File: src/rtl/cpu_pkg.sv
// Shared opcodes and FSM encoding for
// the call/return fetch sequencer.
package cpu_pkg;
  localparam logic [3:0] OP_CALL = 4'b0111;
  localparam logic [3:0] OP_RET  = 4'b1000;
  localparam logic [3:0] OP_RETI = 4'b1001;

  typedef enum logic {
    RUN  = 1'b0,
    HALT = 1'b1
  } state_t;
endpackage

File: src/rtl/ras_stack.sv
// Return-address LIFO; top is mem[sp-1],
// reading zero while the stack is empty.
module ras_stack #(
  parameter int W     = 19,
  parameter int DEPTH = 16
) (
  input  logic                       clk,
  input  logic                       rst_n,
  input  logic                       push,
  input  logic                       pop,
  input  logic [W-1:0]               push_data,
  output logic [W-1:0]               top,
  output logic [$clog2(DEPTH+1)-1:0] sp,
  output logic                       empty,
  output logic                       full
);
  localparam int SP_W = $clog2(DEPTH + 1);
  localparam int AW   = $clog2(DEPTH);

  logic [W-1:0]    mem [DEPTH];
  logic [SP_W-1:0] sp_q, sp_d, sp_m1;
  logic [AW-1:0]   wr_idx, top_idx;
  logic            do_push, do_pop;

  assign empty   = (sp_q == '0);
  assign full    = (sp_q == SP_W'(DEPTH));
  assign sp      = sp_q;
  assign do_push = push & ~full;
  assign do_pop  = pop & ~push & ~empty;
  assign sp_m1   = sp_q - SP_W'(1);
  assign top_idx = sp_m1[AW-1:0];
  assign wr_idx  = sp_q[AW-1:0];
  assign top     = empty ? '0 : mem[top_idx];

  // Next occupancy from the guarded push/pop.
  always_comb begin
    sp_d = sp_q;
    if (do_push)     sp_d = sp_q + SP_W'(1);
    else if (do_pop) sp_d = sp_m1;
  end

  // Occupancy register.
  always_ff @(posedge clk or negedge rst_n) begin
    if (!rst_n) sp_q <= '0;
    else        sp_q <= sp_d;
  end

  // Storage needs no reset; empty masks it.
  always_ff @(posedge clk) begin
    if (do_push) mem[wr_idx] <= push_data;
  end
endmodule

File: src/rtl/call_ret_unit.sv
// Next-PC selection: increment, CALL,
// RET/RETI, single-level IRQ, fault trap.
module call_ret_unit
  import cpu_pkg::*;
#(
  parameter int                PC_W          = 19,
  parameter int                CALL_ADDR_W   = 11,
  parameter int                DEPTH         = 16,
  parameter logic [PC_W-1:0]   IRQ_VECTOR    = 19'h00100,
  parameter bit                TRAP_ON_FAULT = 1'b1
) (
  input  logic                       clk,
  input  logic                       reset,
  input  logic [3:0]                 opcode,
  input  logic [PC_W-1:0]            pc_current,
  input  logic [CALL_ADDR_W-1:0]     call_addr,
  input  logic                       call_en,
  input  logic                       ret_en,
  input  logic                       irq_req,
  input  logic                       program_end,
  output logic [PC_W-1:0]            pc_next,
  output logic                       pc_src,
  output logic                       irq_ack,
  output logic                       in_isr,
  output logic [PC_W-1:0]            stack_top,
  output logic [$clog2(DEPTH+1)-1:0] sp_out,
  output logic                       stack_empty,
  output logic                       stack_full,
  output logic                       overflow_err,
  output logic                       underflow_err,
  output logic                       halted
);
  state_t          state_q, state_d;
  logic            in_isr_q, in_isr_d;
  logic            ovf_q, ovf_d;
  logic            unf_q, unf_d;
  logic            push, pop;
  logic [PC_W-1:0] push_data, pc_inc;
  logic            is_call, is_ret, is_reti;
  logic            live, sel_hold;
  logic            sel_irq, sel_call, sel_ret;

  ras_stack #(
    .W     (PC_W),
    .DEPTH (DEPTH)
  ) u_ras (
    .clk       (clk),
    .rst_n     (reset),
    .push      (push),
    .pop       (pop),
    .push_data (push_data),
    .top       (stack_top),
    .sp        (sp_out),
    .empty     (stack_empty),
    .full      (stack_full)
  );

  assign pc_inc  = pc_current + PC_W'(1);
  assign is_call = call_en & (opcode == OP_CALL);
  assign is_reti = ret_en & (opcode == OP_RETI);
  assign is_ret  = is_reti |
                   (ret_en & (opcode == OP_RET));

  // One-hot priority selects so the decode
  // below can stay a unique case.
  assign sel_hold = halted | program_end;
  assign live     = ~sel_hold;
  assign sel_irq  = live & irq_req &
                    ~in_isr_q & ~stack_full;
  assign sel_call = live & ~sel_irq & is_call;
  assign sel_ret  = live & ~sel_irq &
                    ~is_call & is_ret;

  assign halted        = (state_q == HALT);
  assign in_isr        = in_isr_q;
  assign overflow_err  = ovf_q;
  assign underflow_err = unf_q;

  // Next PC, stack op and next state.
  always_comb begin
    pc_next   = pc_inc;
    pc_src    = 1'b0;
    irq_ack   = 1'b0;
    push      = 1'b0;
    pop       = 1'b0;
    push_data = pc_inc;
    state_d   = state_q;
    in_isr_d  = in_isr_q;
    ovf_d     = ovf_q;
    unf_d     = unf_q;
    unique case (1'b1)
      sel_hold: pc_next = pc_current;
      sel_irq: begin
        irq_ack   = 1'b1;
        pc_src    = 1'b1;
        pc_next   = IRQ_VECTOR;
        push      = 1'b1;
        push_data = pc_current;
        in_isr_d  = 1'b1;
      end
      sel_call: begin
        if (!stack_full) begin
          pc_src  = 1'b1;
          pc_next = PC_W'(call_addr);
          push    = 1'b1;
        end else begin
          ovf_d = 1'b1;
          if (TRAP_ON_FAULT) state_d = HALT;
        end
      end
      sel_ret: begin
        if (!stack_empty) begin
          pc_src  = 1'b1;
          pc_next = stack_top;
          pop     = 1'b1;
          if (is_reti) in_isr_d = 1'b0;
        end else begin
          unf_d = 1'b1;
          if (TRAP_ON_FAULT) state_d = HALT;
        end
      end
      default: ;
    endcase
  end

  // FSM, ISR flag and sticky faults.
  always_ff @(posedge clk or negedge reset) begin
    if (!reset) begin
      state_q  <= RUN;
      in_isr_q <= 1'b0;
      ovf_q    <= 1'b0;
      unf_q    <= 1'b0;
    end else begin
      state_q  <= state_d;
      in_isr_q <= in_isr_d;
      ovf_q    <= ovf_d;
      unf_q    <= unf_d;
    end
  end
endmodule

File: config.mk
export PLATFORM = sky130hd
export DESIGN_NAME = call_ret_unit
export DESIGN_NICKNAME = d
export VERILOG_FILES = /design/src/rtl/cpu_pkg.sv /design/src/rtl/ras_stack.sv /design/src/rtl/call_ret_unit.sv
export SDC_FILE = /design/constraint.sdc
export NUM_CORES = 1
export LEC_CHECK = 0
export ABC_AREA = 1
export CORE_UTILIZATION = 25
export DETAILED_ROUTE_END_ITERATION = 8
export PLACE_DENSITY = 0.43
export SLEW_MARGIN = 15
export SYNTH_ARGS = -nofsm -noshare
export SYNTH_HDL_FRONTEND = slang
export SYNTH_SLANG_ARGS = --single-unit
export TNS_END_PERCENT = 1
File: constraint.sdc
create_clock -name clk -period 5.45 [get_ports clk]
set_clock_uncertainty 0.1 [all_clocks]
set_input_delay 1.635 -clock clk [delete_from_list [all_inputs] [get_ports clk]]
set_output_delay 1.635 -clock clk [all_outputs]
set_load 0.1 [all_outputs]
==> out/qor.yml, run 1 <==
outcome: "finished clean"
worstReg2RegStart: "u_ras.sp[1]"
leakagePower_nw: 6.52
layout_min_cycle_time_ns: 5.29
period_share_pct: 97.1
endpoint_kind: "output pin"
synth-xor-area-share_pct: 1.29
synth_top_family_by_area: "simple AND/OR/NAND/NOR gates"
gp_congestion: 0.871
synth_edf_count: 304
maxCapViolCount: 0
yosys.area_share.adder_pct: 0.532
switchingPower_mw: 1.14
io_pins: 91
routed_wl_mm: 46.1
layout.nets: 1522
worstPathArrival_ns: 3.56
yosysTopAreaCell: "edfxtp_1"
diodes: 0
dpl.hpwl_mm: 28.8
cts_tree: "done"
synthArstFlopShare_pct: 2.88
drt_first_pass_iters: 5
synthToLayoutAreaGrowth_pct: 26.1
drt-initial-drc-count: 880
setup_viol: 0
slew_viol_final: 0
synth.most_common_cell: "nand2_1"
via_count: 10200
synth_mux_area_share_pct: 0
yosysUniqueCellTypes: 33
combPwrFrac_pct: 4.6
power_frac_clock_pct: 44.1
syn-num-nets: 1398
crit_fanout: 3
ys_seq_elements: 313
crit_path_end: "pc_next[13]"
startpoint_type: "input pin"
max-vdd-ir-drop_uv: 177
fillers: 5625
fp.dieH_um: 240
cts-root-buf: "clkbuf_16"
cts_buffer_depth: 3
via_per_inst: 4.55
crit_required_ns: 3.72
fin_util_pct: 32.1
synthCells: 1352
cts_sinks: 313
synthTopCellsByCount: "nand2_1 (450), edfxtp_1 (304), nand3_1 (304)"
r2r_end: "u_ras.mem[9][16]"
fp.dieW_um: 240
p_per_area_nw_per_um2: 290
reg2reg_depth: 10
grt_pass1_vias: 9863
synth_seq_area_share_pct: 66.3
p_seq_share_pct: 51.3
numCtsBuffers: 35
antenna_found_initial: 1
io_buffers: 90
core_sq_um: 55400
routed_wire_length_per_instance_um: 20.5
drive_gt1_share_pct: 13.9
intPower_mw: 4.02
grt_use_total_pct: 16.1
clk_transition_reported_paths_ns: 0.06
syn_avg_cell_area_sq_um: 10.4
crit_type: "input pin to output pin"
critPathLaunch: "pc_current[1]"
dp.cells: 2187
die_area_sq_um: 57400
grt_max_degree: 158
synthSimpleGateAreaFrac_pct: 26.8
hp-class: "flop to flop"
synthFlopType: "edfxtp_1"
row_count: 86
rsz0062_at_grt: "false"
ant_nets: 0
grt_pass1_wl_mm: 67.8
swShare_pct: 22.1
tightest_slew_ns: 1.06
dpl_cell_area_sq_um: 16700
netlist.area_leader.share_pct: 64.7
relSlewSlack_pct: 29.3
yosysWarnings: 0
cts_htree_levels: 2
initial_core_util_pct: 25.5
drc: 0
synth_compound_area_share_pct: 1.18
clkLatencyLatePin_ns: 0.54
gr-total-overflow: 0
fmax_mhz: 189
instances_no_fill: 2248
timing.hold.ws_ns: 0.435
ys_top_cells_by_area: "edfxtp_1 (65%), nand2_1 (12%), nand3_1 (11%)"
rrSetupSlack_ns: 2.30
fin_area_sq_um: 17800
syn_area_sq_um: 14100
finalHoldViolations: 0
critical path: stages:
cell	delay (ns)
clkdlybuf4s50_1	0.52
nand2_1	0.13
nor2_1	0.21
nand2_1	0.13
nor2_2	0.18
xor2_1	0.23
nand2_1	0.09
nand3_1	0.21
buf_12	0.21
logic make-up after synthesis:
group | Yosys count
flip-flops | 313
XOR/XNOR | 20
buffers and inverters | 126
AO/OA/AOI/OAI | 31
adder cells (fa/ha/maj) | 6
AND/OR/NAND/NOR | 856
registers in the layout, indices dropped and copies added (netlist names):
signal,flops
overflow_err,1
halted,1
in_isr,1
underflow_err,1
u_ras.sp,5
u_ras.mem,304
power groups by stage:
stage / Sequential [mW] / Combinational (mW) / Clock (mW)
finish: 2.65 / 0.235 / 2.28
global route: 2.64 / 0.251 / 2.40
CTS: 2.65 / 0.236 / 2.32
detailed placement: 2.70 / 0.235 / 0
global placement: 2.70 / 0.236 / 0
floorplan: 2.70 / 0.108 / 0
metal layers:
metal	GRT usage, %	up-vias	share of wire (%)
met3	3.05	46	6.2
met4	3.34	2	1.5
met2	24.7	285	44
met1	23.5	4968	48
met5	0	-	0.022
li1	-	4932	-
what timing repair did:
| item | 4_1_cts | 5_1_grt |
|---|---|---|
| buffers inserted | 0 | 0 |
| resized for setup | 0 | 5 |
| setup endpoints to repair | 0 | 3 |
| hold buffers | 0 | 0 |
layout by cell type, fill, tap and decap left out, types with 2 or more instances in the layout:
master / n
nand3_4: 2
a21boi_0: 2
bufinv_16: 2
nor2_4: 3
nor3_2: 4
inv_1: 41
nand2_4: 2
ha_1: 5
buf_12: 49
clkdlybuf4s50_1: 47
xor2_1: 19
o21ai_0: 17
inv_6: 2
nand4_4: 2
nand3_1: 304
nand2_2: 5
buf_4: 67
o21ai_1: 3
clkinv_8: 2
clkinv_2: 7
a21boi_1: 2
clkbuf_1: 5
nand2_1: 448
clkbuf_16: 35
clkinv_1: 8
nor2_2: 14
nand4_1: 21
dfrtp_1: 8
nor2_1: 49
inv_2: 6
edfxtp_1: 304
a21oi_1: 6
worst min path at each step:
stage,startpoint,to,slack (ns),cells after the start
global route,halted,halted,0.47,2
finish,halted,halted,0.44,2
global placement,underflow_err,underflow_err,0.44,2
CTS,halted,halted,0.44,2
detailed placement,halted,halted,0.42,2
floorplan,overflow_err,overflow_err,0.85,2
cell type report:
class,count,area (sq um),share of cell area [%]
clock buffers,40,895,5.03
clock inverters,21,191,1.08
flip-flops and latches,313,9360,52.6
repair buffers,164,1970,11.0
well taps,748,936,5.26
inverters,49,186,1.05
multi-input cells,913,4270,24.0
stage by stage:
| stage | setup slack, ns | power, mW | setup TNS, ns |
|---|---|---|---|
| after floorplan | -0.400 | 2.81 | -6.15 |
| after global placement | -0.0209 | 2.93 | -0.0209 |
| after detailed placement | 0.0189 | 2.93 | 0 |
| after CTS | 0.00412 | 5.20 | 0 |
| after global routing | 0.00541 | 5.30 | 0 |
| final | 0.157 | 5.16 | 0 |
Power figures use the tool's default switching activity.
==> run 2: changes to the inputs <==
Settings changed: SLEW_MARGIN 15 to 20.
Clock period 5.45 ns to 6.6 ns, I/O delays scaled along.
==> run 2 against run 1 <==
Effect of this change:
- final cell count down 0.93%
- sequential power decreased by 17%
- power down 20%
- global-route usage rose by 0.35 points
- first-iteration DRC count fell by 1.6%
- non-clock buffer count shrank 19
- clock power is 22% lower
- design area shrank 1.6%
- critical endpoint is now pc_src
- largest power group unchanged
==> out/qor.yml, run 2 (synthesis gave the netlist of run 1 again) <==
row_count: 86  # unchanged
cts_buffer_depth: 3  # unchanged
crit_type: "input pin to output pin"
grt_pass1_wl_mm: 68.9  # +1.7%
cts_htree_levels: 2  # unchanged
via_per_inst: 4.65  # +2.1%
routed_wire_length_per_instance_um: 21.2  # +3.3%
routed_wl_mm: 47.2  # +2.3%
cts_resized: 0  # unchanged
fin_setup_tns_ns: 0  # unchanged
die_area_sq_um: 57400  # unchanged
max-vdd-ir-drop_uv: 139  # -21%
io_buffers: 90  # unchanged
hp-class: "flop to flop"
dpl.hpwl_mm: 28.9  # +0.54%
fillers: 5674  # +0.87%
drc: 0  # unchanged
power_frac_clock_pct: 42.7  # -1.4 points
hold_buffers: 0  # unchanged
rrSetupSlack_ns: 3.33  # +1.03 ns
combPwrFrac_pct: 4.6  # about the same
outcome: "finished clean"
layout_min_cycle_time_ns: 6.13
fin_area_sq_um: 17500  # -1.6%
cts_tree: "done"
largest_reg_flops: 304  # unchanged
finalPower_mw: 4.14  # -20%
rsz0062_at_grt: "false"
numCtsBuffers: 35  # unchanged
drt-initial-drc-count: 866  # -1.6%
crit_required_ns: 4.52  # +0.80 ns
synthToLayoutAreaGrowth_pct: 24.1
core_sq_um: 55400  # unchanged
fp.dieW_um: 240  # unchanged
fmax_mhz: 163
registers.top_by_ff_count: "u_ras.mem"
clk_transition_reported_paths_ns: 0.06  # about the same
relSlewSlack_pct: 26.6  # -2.7 points
io_pins: 91  # unchanged
multi_input_area_sq_um: 4260  # -0.29%
initial_core_util_pct: 25.5  # unchanged
intPower_mw: 3.25  # -19%
slew_viol_final: 0  # unchanged
leakagePower_nw: 6.34  # -2.7%
antenna_found_initial: 0  # -1
cts_setup_buffers: 0  # unchanged
cts_sinks: 313  # unchanged
ant_nets: 0  # unchanged
setup_viol: 0  # unchanged
cts-root-buf: "clkbuf_16"
fp.dieH_um: 240  # unchanged
final_common_cell: "nand2_1"
diodes: 0  # unchanged
final_cell_mix: "nand2_1 (449), nand3_1 (304), edfxtp_1 (304)"
grt_pass1_vias: 9906  # +0.44%
worstPathArrival_ns: 4.05  # +0.49 ns
layout.nets: 1503  # -1.2%
period_share_pct: 92.9
via_count: 10400  # +1.2%
startpoint_type: "input pin"
timing.hold.ws_ns: 0.417  # -0.0178 ns
grt_max_degree: 132  # -16%
final-seq-area_sq_um: 9360  # unchanged
crit_fanout: 21  # +18
p_seq_share_pct: 52.7  # +1.4 points
tightest_slew_ns: 1.10  # +0.0433 ns
finalHoldViolations: 0  # unchanged
grt_use_total_pct: 16.5  # +0.35 points
dpl_cell_area_sq_um: 16500  # -1.2%
gp_congestion: 0.877  # +0.61%
drive_gt1_share_pct: 12.1  # -1.8 points
endpoint_kind: "output pin"
switchingPower_uw: 895  # -22%
gr-total-overflow: 0  # unchanged
maxCapViolCount: 0  # unchanged
fin_util_pct: 31.6  # -0.50 points
swShare_pct: 21.6  # -0.53 points
clkLatencyLatePin_ns: 0.52  # -0.02 ns
p_per_area_nw_per_um2: 237  # -18%
drt_first_pass_iters: 5  # unchanged
## run 2: cell types whose count changed in the layout (fill, tap and decap cells not counted), moves of 2 or more
cell       change
bufinv_16      -2
nor2_1         +2
clkbuf_1       +5
buf_4         -15
clkinv_2       -6
buf_12         -4
## run 2: path summary, 6_finish.rpt
path                               start       endpoint  depth (start not counted)
max in group asynchronous          reset    u_ras.sp[0]                          1
min in group asynchronous          reset    u_ras.sp[2]                          1
max reg2reg                  u_ras.sp[0]    u_ras.sp[0]                          8
min reg2reg                underflow_err  underflow_err                          2
min                        underflow_err  underflow_err                          2
max                          program_end         pc_src                         10
## run 2: power by group through the flow
stage / registers [mW] / logic [mW] / clock network [mW]
floorplan: 2.23 / 0.0888 / 0
global placement: 2.23 / 0.190 / 0
detailed placement: 2.23 / 0.189 / 0
CTS: 2.18 / 0.191 / 1.82
global route: 2.18 / 0.202 / 1.88
finish: 2.19 / 0.190 / 1.77
## run 2: per-layer routing
| layer | routed length (um) | global-route usage (%) |
|---|---|---|
| met3 | 2850 | 3.22 |
| met2 | 20800 | 25.4 |
| met5 | 0 | 0 |
| met1 | 22400 | 23.4 |
| met4 | 1110 | 4.53 |
## run 2: worst max-delay path, cell delays in order
cell             delay (ns)
clkdlybuf4s50_1        0.48
inv_1                  0.05
nand2_1                0.14
nor2_1                 0.09
nand2_4                0.17
nand2_2                0.09
nor2_4                 0.44
nand2_2                0.20
nand2_4                0.20
buf_12                 0.19
## run 2: final cells by class
cell class                      count  share of cell area (%)
Timing Repair Buffer              145                    10.1
Inverter                           49                    1.06
Tap cell                          748                    5.34
Multi-Input combinational cell    913                    24.3
Clock inverter                     13                   0.436
Clock buffer                       46                    5.36
Sequential cell                   313                    53.4
## run 2: stage by stage
stage	setup slack, ns	cells
3_5_place_dp	0.486	2168
6_report	0.471	2227
2_1_floorplan	0.405	1352
4_1_cts	0.481	2227
3_3_place_gp	0.455	2168
5_1_grt	0.299	2227
